--- config.mk ---
export PLATFORM = sky130hd
export DESIGN_NAME = ex_wb_skid
export DESIGN_NICKNAME = d
export VERILOG_FILES = /design/src/rtl/ex_wb_skid_pkg.sv /design/src/rtl/ex_wb_skid_fwd_match.sv /design/src/rtl/ex_wb_skid.sv
export SDC_FILE = /design/constraint.sdc
export NUM_CORES = 1
export LEC_CHECK = 0
export ABC_AREA = 1
export CORE_MARGIN = 1.5
export CORE_UTILIZATION = 30
export DETAILED_ROUTE_END_ITERATION = 16
export SETUP_SLACK_MARGIN = 0.15
export SLEW_MARGIN = 40
export SYNTH_ARGS = -nofsm -noshare
export SYNTH_HDL_FRONTEND = slang
export SYNTH_SLANG_ARGS = --single-unit
export TNS_END_PERCENT = 10
--- constraint.sdc ---
create_clock -name clk -period 1.8 [get_ports clk]
set_input_delay 0.27 -clock clk [delete_from_list [all_inputs] [get_ports clk]]
set_output_delay 0.27 -clock clk [all_outputs]
set_load 0.05 [all_outputs]
--- src/rtl/ex_wb_skid_pkg.sv ---
// Shared core definitions for the EX-to-WB result path.
package ex_wb_skid_pkg;

  localparam int unsigned XLEN_DEF       = 32;
  localparam int unsigned REG_ADDR_W_DEF = 5;
  localparam int unsigned REG_ZERO       = 0;

  typedef struct packed {
    logic [REG_ADDR_W_DEF-1:0] rd;
    logic                      we;
    logic [XLEN_DEF-1:0]       data;
  } result_t;

  typedef enum logic [1:0] {
    EMPTY = 2'd0,
    ONE   = 2'd1,
    FULL  = 2'd2
  } skid_state_e;

endpackage

--- src/rtl/ex_wb_skid_fwd_match.sv ---
// Forwarding lookup of one source index against the OUT and SKID entries.
module fwd_match
  import ex_wb_skid_pkg::*;
#(
  parameter int unsigned XLEN       = XLEN_DEF,
  parameter int unsigned REG_ADDR_W = REG_ADDR_W_DEF
) (
  input  logic                  out_valid,
  input  logic [REG_ADDR_W-1:0] out_rd,
  input  logic                  out_we,
  input  logic [XLEN-1:0]       out_data,
  input  logic                  skid_valid,
  input  logic [REG_ADDR_W-1:0] skid_rd,
  input  logic                  skid_we,
  input  logic [XLEN-1:0]       skid_data,
  input  logic [REG_ADDR_W-1:0] rs,
  output logic                  hit,
  output logic [XLEN-1:0]       data
);

  logic out_hit;
  logic skid_hit;

  always_comb begin
    out_hit  = out_valid && out_we && (out_rd != REG_ADDR_W'(REG_ZERO)) && (out_rd == rs);
    skid_hit = skid_valid && skid_we && (skid_rd != REG_ADDR_W'(REG_ZERO)) && (skid_rd == rs);
    hit      = out_hit || skid_hit;
    // SKID holds the younger result, so it shadows OUT
    if (skid_hit) begin
      data = skid_data;
    end else if (out_hit) begin
      data = out_data;
    end else begin
      data = '0;
    end
  end

endmodule

--- src/rtl/ex_wb_skid.sv ---
// EX-to-WB result stage: 2-entry skid buffer toward WB plus forwarding lookup for ID.
module ex_wb_skid
  import ex_wb_skid_pkg::*;
#(
  parameter int unsigned XLEN       = XLEN_DEF,
  parameter int unsigned REG_ADDR_W = REG_ADDR_W_DEF
) (
  input  logic                  clk,
  input  logic                  rst,
  input  logic                  ex_valid_i,
  output logic                  ex_ready_o,
  input  logic [REG_ADDR_W-1:0] ex_rd_i,
  input  logic                  ex_we_i,
  input  logic [XLEN-1:0]       ex_result_i,
  output logic                  wb_valid_o,
  input  logic                  wb_ready_i,
  output logic [REG_ADDR_W-1:0] wb_rd_o,
  output logic                  wb_we_o,
  output logic [XLEN-1:0]       wb_result_o,
  input  logic                  flush_i,
  input  logic [REG_ADDR_W-1:0] id_rs1_i,
  input  logic [REG_ADDR_W-1:0] id_rs2_i,
  output logic                  fwd_rs1_hit_o,
  output logic                  fwd_rs2_hit_o,
  output logic [XLEN-1:0]       fwd_rs1_data_o,
  output logic [XLEN-1:0]       fwd_rs2_data_o,
  output logic [1:0]            occ_o
);

  typedef struct packed {
    logic [REG_ADDR_W-1:0] rd;
    logic                  we;
    logic [XLEN-1:0]       data;
  } entry_t;

  skid_state_e state_q, state_n;
  entry_t      out_q, skid_q, ex_in;
  logic        out_v, skid_v;
  logic        ex_fire, wb_fire;
  logic        load_out, load_skid, move_skid;

  assign out_v  = (state_q != EMPTY);
  assign skid_v = (state_q == FULL);
  assign ex_in  = '{rd: ex_rd_i, we: ex_we_i, data: ex_result_i};

  // Ready depends only on registered state so WB back-pressure never reaches EX combinationally
  assign ex_ready_o = !skid_v && !rst;
  assign ex_fire    = ex_valid_i && ex_ready_o;
  assign wb_fire    = out_v && wb_ready_i;

  always_comb begin
    state_n   = state_q;
    load_out  = 1'b0;
    load_skid = 1'b0;
    move_skid = 1'b0;
    if (flush_i) begin
      state_n = EMPTY;
    end else begin
      unique case (state_q)
        EMPTY: begin
          if (ex_fire) begin
            state_n  = ONE;
            load_out = 1'b1;
          end
        end
        ONE: begin
          if (ex_fire && wb_fire) begin
            load_out = 1'b1;
          end else if (wb_fire) begin
            state_n = EMPTY;
          end else if (ex_fire) begin
            state_n   = FULL;
            load_skid = 1'b1;
          end
        end
        FULL: begin
          if (wb_fire) begin
            state_n   = ONE;
            move_skid = 1'b1;
          end
        end
        default: state_n = EMPTY;
      endcase
    end
  end

  always_ff @(posedge clk) begin
    if (rst) begin
      state_q <= EMPTY;
      out_q   <= '0;
      skid_q  <= '0;
    end else begin
      state_q <= state_n;
      if (load_out) begin
        out_q <= ex_in;
      end else if (move_skid) begin
        out_q <= skid_q;
      end
      if (load_skid) begin
        skid_q <= ex_in;
      end
    end
  end

  assign wb_valid_o  = out_v;
  assign wb_rd_o     = out_v ? out_q.rd   : '0;
  assign wb_we_o     = out_v ? out_q.we   : 1'b0;
  assign wb_result_o = out_v ? out_q.data : '0;
  assign occ_o       = {1'b0, out_v} + {1'b0, skid_v};

  fwd_match #(
    .XLEN       (XLEN),
    .REG_ADDR_W (REG_ADDR_W)
  ) u_fwd_rs1 (
    .out_valid  (out_v),
    .out_rd     (out_q.rd),
    .out_we     (out_q.we),
    .out_data   (out_q.data),
    .skid_valid (skid_v),
    .skid_rd    (skid_q.rd),
    .skid_we    (skid_q.we),
    .skid_data  (skid_q.data),
    .rs         (id_rs1_i),
    .hit        (fwd_rs1_hit_o),
    .data       (fwd_rs1_data_o)
  );

  fwd_match #(
    .XLEN       (XLEN),
    .REG_ADDR_W (REG_ADDR_W)
  ) u_fwd_rs2 (
    .out_valid  (out_v),
    .out_rd     (out_q.rd),
    .out_we     (out_q.we),
    .out_data   (out_q.data),
    .skid_valid (skid_v),
    .skid_rd    (skid_q.rd),
    .skid_we    (skid_q.we),
    .skid_data  (skid_q.data),
    .rs         (id_rs2_i),
    .hit        (fwd_rs2_hit_o),
    .data       (fwd_rs2_data_o)
  );

endmodule

Word-level counts from Yosys, hierarchy flattened
Cells that the tools add are included.
{ "classes": {"add_sub_neg": 1, "reduce_logical": 23, "n_eq_ne": 10, "n_mux": 26} }
{ "op_table": {"columns": ["operator", "count"], "rows": [
  ["$mux 32", 5],
  ["$mux 38", 2],
  ["$eq 5x5->1", 4],
  ["$logic_and 1x1->1", 12],
  ["$mux 1", 11],
  ["$mux 2", 5],
  ["$reduce_bool 5->1", 2],
  ["$pmux 2 s3", 1],
  ["$mux 5", 1],
  ["$ne 2x2->1 const B", 2],
  ["$reduce_and 4->1", 1],
  ["$reduce_bool 2->1", 2],
  ["$ne 3x3->1 const B", 1],
  ["$add 1x1->2", 1],
  ["$eq 2x1->1 const B", 1],
  ["$eq 2x2->1 const B", 1],
  ["$logic_not 1->1", 2],
  ["$logic_not 2->1", 1],
  ["$logic_or 1x1->1", 2],
  ["$ne 2x1->1 const B", 1],
  ["$pmux 1 s2", 1],
  ["$reduce_or 2->1", 1]
]} }
{ "word_totals": {"input_bits": 53, "output_inout_bits": 108, "ff_bits": 78, "elab_cells": 67} }

Longest topological paths before layout
{ "depth": {"ltp_word": 9, "ltp_mapped": 10, "depth_no_buf": 9} }

Cells and area by module
A second synthesis with hierarchy kept.
{ "unflattened": {"hier_cells": 936, "hier_area_um2": 5813.1} }
{ "modules_own_cells": {"columns": ["module", "seq_area_each_um2", "area_per_inst_um2", "instances", "cells_each"], "rows": [
  ["ex_wb_skid", 1561.5, 3878.7, 1, 616],
  ["fwd_match", 0.0, 967.2, 2, 160]
]} }

Worst setup path before layout
OpenSTA, ideal clock, no wires.
{ "synth_path": {"path_type": "reg2out", "start": "reg state_q[1]", "end": "out fwd_rs1_hit_o", "required_time_ns": 1.530, "setup_slack_ns": -1.085, "stages_incl_launch_ff": 5, "path_buffers": 0, "t_arrival_ns": 2.615, "cell_sequence": "dfxtp_1 nor2_1 nor2_1 o21ai_1 o21ai_0"} }
{ "synth_between": {"elab_chain_len": 5, "elab_cells_between_ends": 9, "cone_classes": "eq/ne (1); reduce/logical (8)"} }
{ "synth_lines": {"columns": ["item", "line_no", "source"], "rows": [
  ["start: declaration", "ex_wb_skid.sv:36", "skid_state_e state_q, state_n;"],
  ["start signal: assignment", "ex_wb_skid.sv:93", "state_q <= state_n;"],
  ["$eq 2x2->1 / $reduce_bool 2->1 (equally long branches)", "ex_wb_skid.sv:43, ex_wb_skid.sv:42", null],
  ["$logic_and 1x1->1 (on tied branches) (3 in series)", "ex_wb_skid_fwd_match.sv:26, ex_wb_skid_fwd_match.sv:25", null],
  ["$logic_or 1x1->1 (*)", "ex_wb_skid_fwd_match.sv:27", "hit = out_hit || skid_hit;"],
  ["end: declaration", "ex_wb_skid.sv:23", "output logic fwd_rs1_hit_o,"]
]} }
Every way passes the cells marked *; elsewhere a longest branch is shown, timed or not.

Worst setup path in the final report
{ "layout_path": {"start": "reg out_q[34] (netlist name)", "end": "out fwd_rs1_data_o[6]"} }
{ "layout_between": {"elab_chain_len": 5, "elab_cells_between_ends": 6, "cone_classes": "eq/ne (1); mux (2); reduce/logical (3)"} }
{ "layout_lines": {"columns": ["item", "line_no", "source"], "rows": [
  ["start: declaration", "ex_wb_skid.sv:37", "entry_t out_q, skid_q, ex_in;"],
  ["start signal: assignment", "ex_wb_skid.sv:95", "out_q <= ex_in;"],
  ["start signal: assignment", "ex_wb_skid.sv:97", "out_q <= skid_q;"],
  ["$reduce_bool 5->1", "ex_wb_skid_fwd_match.sv:25", "out_hit = out_valid && out_we && (out_rd != REG_ADDR_W'(REG_ZERO)) && (out_rd == rs);"],
  ["$logic_and 1x1->1", "ex_wb_skid_fwd_match.sv:25", null],
  ["$logic_and 1x1->1 (*)", "ex_wb_skid_fwd_match.sv:25", null],
  ["$mux 32 (*)", "ex_wb_skid_fwd_match.sv:31", "end else if (out_hit) begin"],
  ["$mux 32 (*)", "ex_wb_skid_fwd_match.sv:29", "if (skid_hit) begin"],
  ["end: declaration", "ex_wb_skid.sv:25", "output logic [XLEN-1:0] fwd_rs1_data_o,"]
]} }
Marks and branches as above.

==> flow_metrics.env <==
export IMPL_synth_top_family_by_area="simple AND/OR/NAND/NOR gates"
export IMPL_vias_per_cell=4.87
export IMPL_synth_top_area_frac=0.299
export IMPL_die_x_um=135
export IMPL_antenna_found_initial=1
export IMPL_rr_worst_depth=10
export IMPL_die_y_um=135
export IMPL_dr_pass1_iters=5
export IMPL_synth_simple_gate_area_frac=0.494
export IMPL_critical_path_slowest_cell="dfxtp_2"
export IMPL_cap_violations=0
export IMPL_drive_gt1_frac=0.267
export IMPL_diodes=0
export IMPL_critPathCaptureType="output pin"
export IMPL_worst_r2r_startpoint="state_q[0]$_SDFFE_PP0P_"
export IMPL_synthesis_area_um2=5220
export IMPL_clkSinkCount=78
export IMPL_violations="setup timing"
export IMPL_finalHoldViolations=0
export IMPL_design_area_um2=8560
export IMPL_vias=6186
export IMPL_io_buffers=160
export IMPL_syn_inst=870
export IMPL_synth_top_cell_by_area="dfxtp_1"
export IMPL_core_area_um2=17100
export IMPL_clk_pin_slew_ns=0.06
export IMPL_p_per_area_nw_per_um2=522
export IMPL_worst_pin_slew_ns=0.532
export IMPL_skew_ns=0.00417
export IMPL_rrSetupSlack_ns=0.15
export IMPL_dp_hpwl_mm=13.4
export IMPL_clock_latency_ns=0.34
export IMPL_rsz0062_at_grt="true"
export IMPL_areaGrowthSynthToFinish_pct=64.0
export IMPL_ctsHtreeMaxLevel=3
export IMPL_criticalPathCategory="reg2out"
export IMPL_max_freq_mhz=458
export IMPL_initial_utilization=0.305
export IMPL_synth_cell_types=29
export IMPL_slew_headroom=0.646
export IMPL_antenna_left=0
export IMPL_cp_slowest_stage_delay_ns=0.34
export IMPL_cts_tree="done"
export IMPL_grt_usage=0.212
export IMPL_placed_cell_area_um2=7480
export IMPL_timing_hold_ws_ns=0.441
export IMPL_yosysWarnings=0
export IMPL_root_buffer="clkbuf_16"
export IMPL_grt_pass1_wl_mm=30.2
export IMPL_worst_setup_path_start_kind="flop"
export IMPL_synth_top_cells_by_area="dfxtp_1, nand3_1, nand2_1"
export IMPL_critPathArrivalTime_ns=1.92
export IMPL_worstHoldPathCells=5
export IMPL_totalWireLength_mm=19.8
export IMPL_multiInputGateArea_um2=3530
export IMPL_cts_made_buffers=9
export IMPL_hold_end="state_q[1]$_SDFFE_PP0P_"
export IMPL_critPathMaxFanout=7
export IMPL_io_pins=161
export IMPL_drc=0
export IMPL_setup_tns_ns=-21.88
export IMPL_post_route_period_util=1.21
export IMPL_final_max_slew_viol_count=0
export IMPL_finalSetupViolCount=66
export IMPL_fin_crit_ns=2.19
export IMPL_grt_overflow=0
export IMPL_hold_class="in2reg"
export IMPL_nFillCells=1722
export IMPL_cts_buffer_depth=2
export IMPL_ys_seq_area_frac=0.299
export IMPL_avgSynthCellArea_um2=6.00
export IMPL_wl_per_cell_um=15.6
export IMPL_dieArea_um2=18200
export IMPL_synthMuxAreaShare=0
export IMPL_rows=48
export IMPL_reg2reg_to="out_q[34]$_SDFFE_PP0P_"
export IMPL_gp_congestion=0.835
export IMPL_regArea_um2=1580
export IMPL_synth_xor_area_frac=0.0168
export IMPL_place_ws_ns=-0.536
export IMPL_status="finished, violations left"
export IMPL_synth_fa_ha_area_frac=0.00240
export IMPL_ir_worst_vdd_uv=421
export IMPL_drtIter0Drc=432
export IMPL_hold_start="rst"
export IMPL_path_cells="inv_2 > buf_4 > nand3_4 > o21ai_4 > nor2_4 > buf_12 > clkbuf_16 > nand3_1 > nand2_1 > buf_6"
export IMPL_synth_nets=924
export IMPL_layout_nets=1094
export IMPL_leakage_nw=3.68
export IMPL_grt_max_degree=45
export IMPL_first_global_vias=5642
export IMPL_crit_required_ns=1.53
export IMPL_ys_ff_latch=78
export IMPL_setup_ws_ns=-0.385
export IMPL_synth_compound_area_frac=0.0806
[layout make-up]
class                           count  area share
Inverter                           61      0.0273
Sequential cell                    78       0.185
Clock inverter                      6      0.0101
Timing Repair Buffer              226       0.305
Clock buffer                       10      0.0268
Multi-Input combinational cell    664       0.413
Tap cell                          225      0.0329
[metal layers]
metal,share of wire,global-route usage,routed length (µm),up-vias
li1,-,-,-,3157
met1,0.45,0.281,8910,2786
met2,0.48,0.355,9450,220
met3,0.054,0.0289,1060,21
met4,0.016,0.0687,310,2
met5,0.00066,0,13,-
[flip-flops by register name, summed over array words and instances, names as in the netlist]
register / cells
skid_q: 38
out_q: 38
state_q: 2
[power by group]
| part | internal, mW | switching [mW] |
|---|---|---|
| clock network | 1.21 | 0.753 |
| logic | 0.296 | 0.370 |
| registers | 1.78 | 0.0601 |
[worst max-delay path by stage]
stage | to | startpoint
finish | fwd_rs1_data_o[6] | out_q[34]$_SDFFE_PP0P_
global route | fwd_rs1_data_o[6] | out_q[36]$_SDFFE_PP0P_
CTS | fwd_rs2_data_o[16] | out_q[34]$_SDFFE_PP0P_
detailed placement | fwd_rs1_data_o[15] | id_rs1_i[0]
global placement | fwd_rs1_data_o[15] | id_rs1_i[0]
floorplan | fwd_rs2_data_o[22] | state_q[1]$_SDFFE_PP0P_
[cell usage in the layout, fill, tap and decap left out, types with 3 or more instances in the layout]
master and n:
nand2_1 201, nand3_1 149, nor2_1 113, buf_6 99
dfxtp_1 66, inv_1 51, clkdlybuf4s50_1 43, a21oi_1 41
nand3b_1 38, buf_4 38, o21ai_0 23, buf_12 22
o21ai_1 17, nand3_2 15, nand2_2 14, clkbuf_16 12
dfxtp_2 11, buf_8 11, nand3_4 10, nor2_4 8
dlygate4sd2_1 8, inv_2 7, xor2_1 6, nor2_2 6
nand2_8 6, xnor2_1 4, nor3_4 3
[critical path, delay by kind of cell, from the launching register on]
kind / cells / cell delay, ns
DFF: 1 / 0.34
buffers and inverters: 5 / 0.68
AOI/OAI and AO/OA: 1 / 0.30
and+or+nand+nor: 4 / 0.26
[cells by family after synthesis]
family                   after synthesis
AO/OA/AOI/OAI                         84
adder cells (fa/ha/maj)                1
buffers and inverters                128
AND/OR/NAND/NOR                      569
XOR/XNOR                              10
flip-flops                            78
[repair_timing]
action | in CTS | in global routing
setup endpoints to repair | 104 | 181
pin swaps | 9 | 11
cloned | 0 | 4
resized for setup | 128 | 79
hold buffers | 0 | 0
setup buffers | 0 | 3
[stage by stage]
| stage | power [mW] | instances | util |
|---|---|---|---|
| 2_1_floorplan | 2.20 | 870 | - |
| 3_3_place_gp | 2.50 | 1247 | 0.437 |
| 3_5_place_dp | 2.50 | 1247 | 0.437 |
| 4_1_cts | 4.48 | 1263 | 0.480 |
| 5_1_grt | 4.66 | 1270 | 0.500 |
| 6_report | 4.47 | 1270 | 0.500 |
[synthesized netlist by cell type, drive strengths merged]
library cell and count:
buf 42, a21oi 42, clkbuf 25, o21ai 42
ha 1, nor3 4, nand2 223, nand3b 38
nand4 1, nand3 174, inv 61, nor2 127
or2 1, and2 1, xor2 6, xnor2 4
dfxtp 78
(Power assumes the default switching activity.)
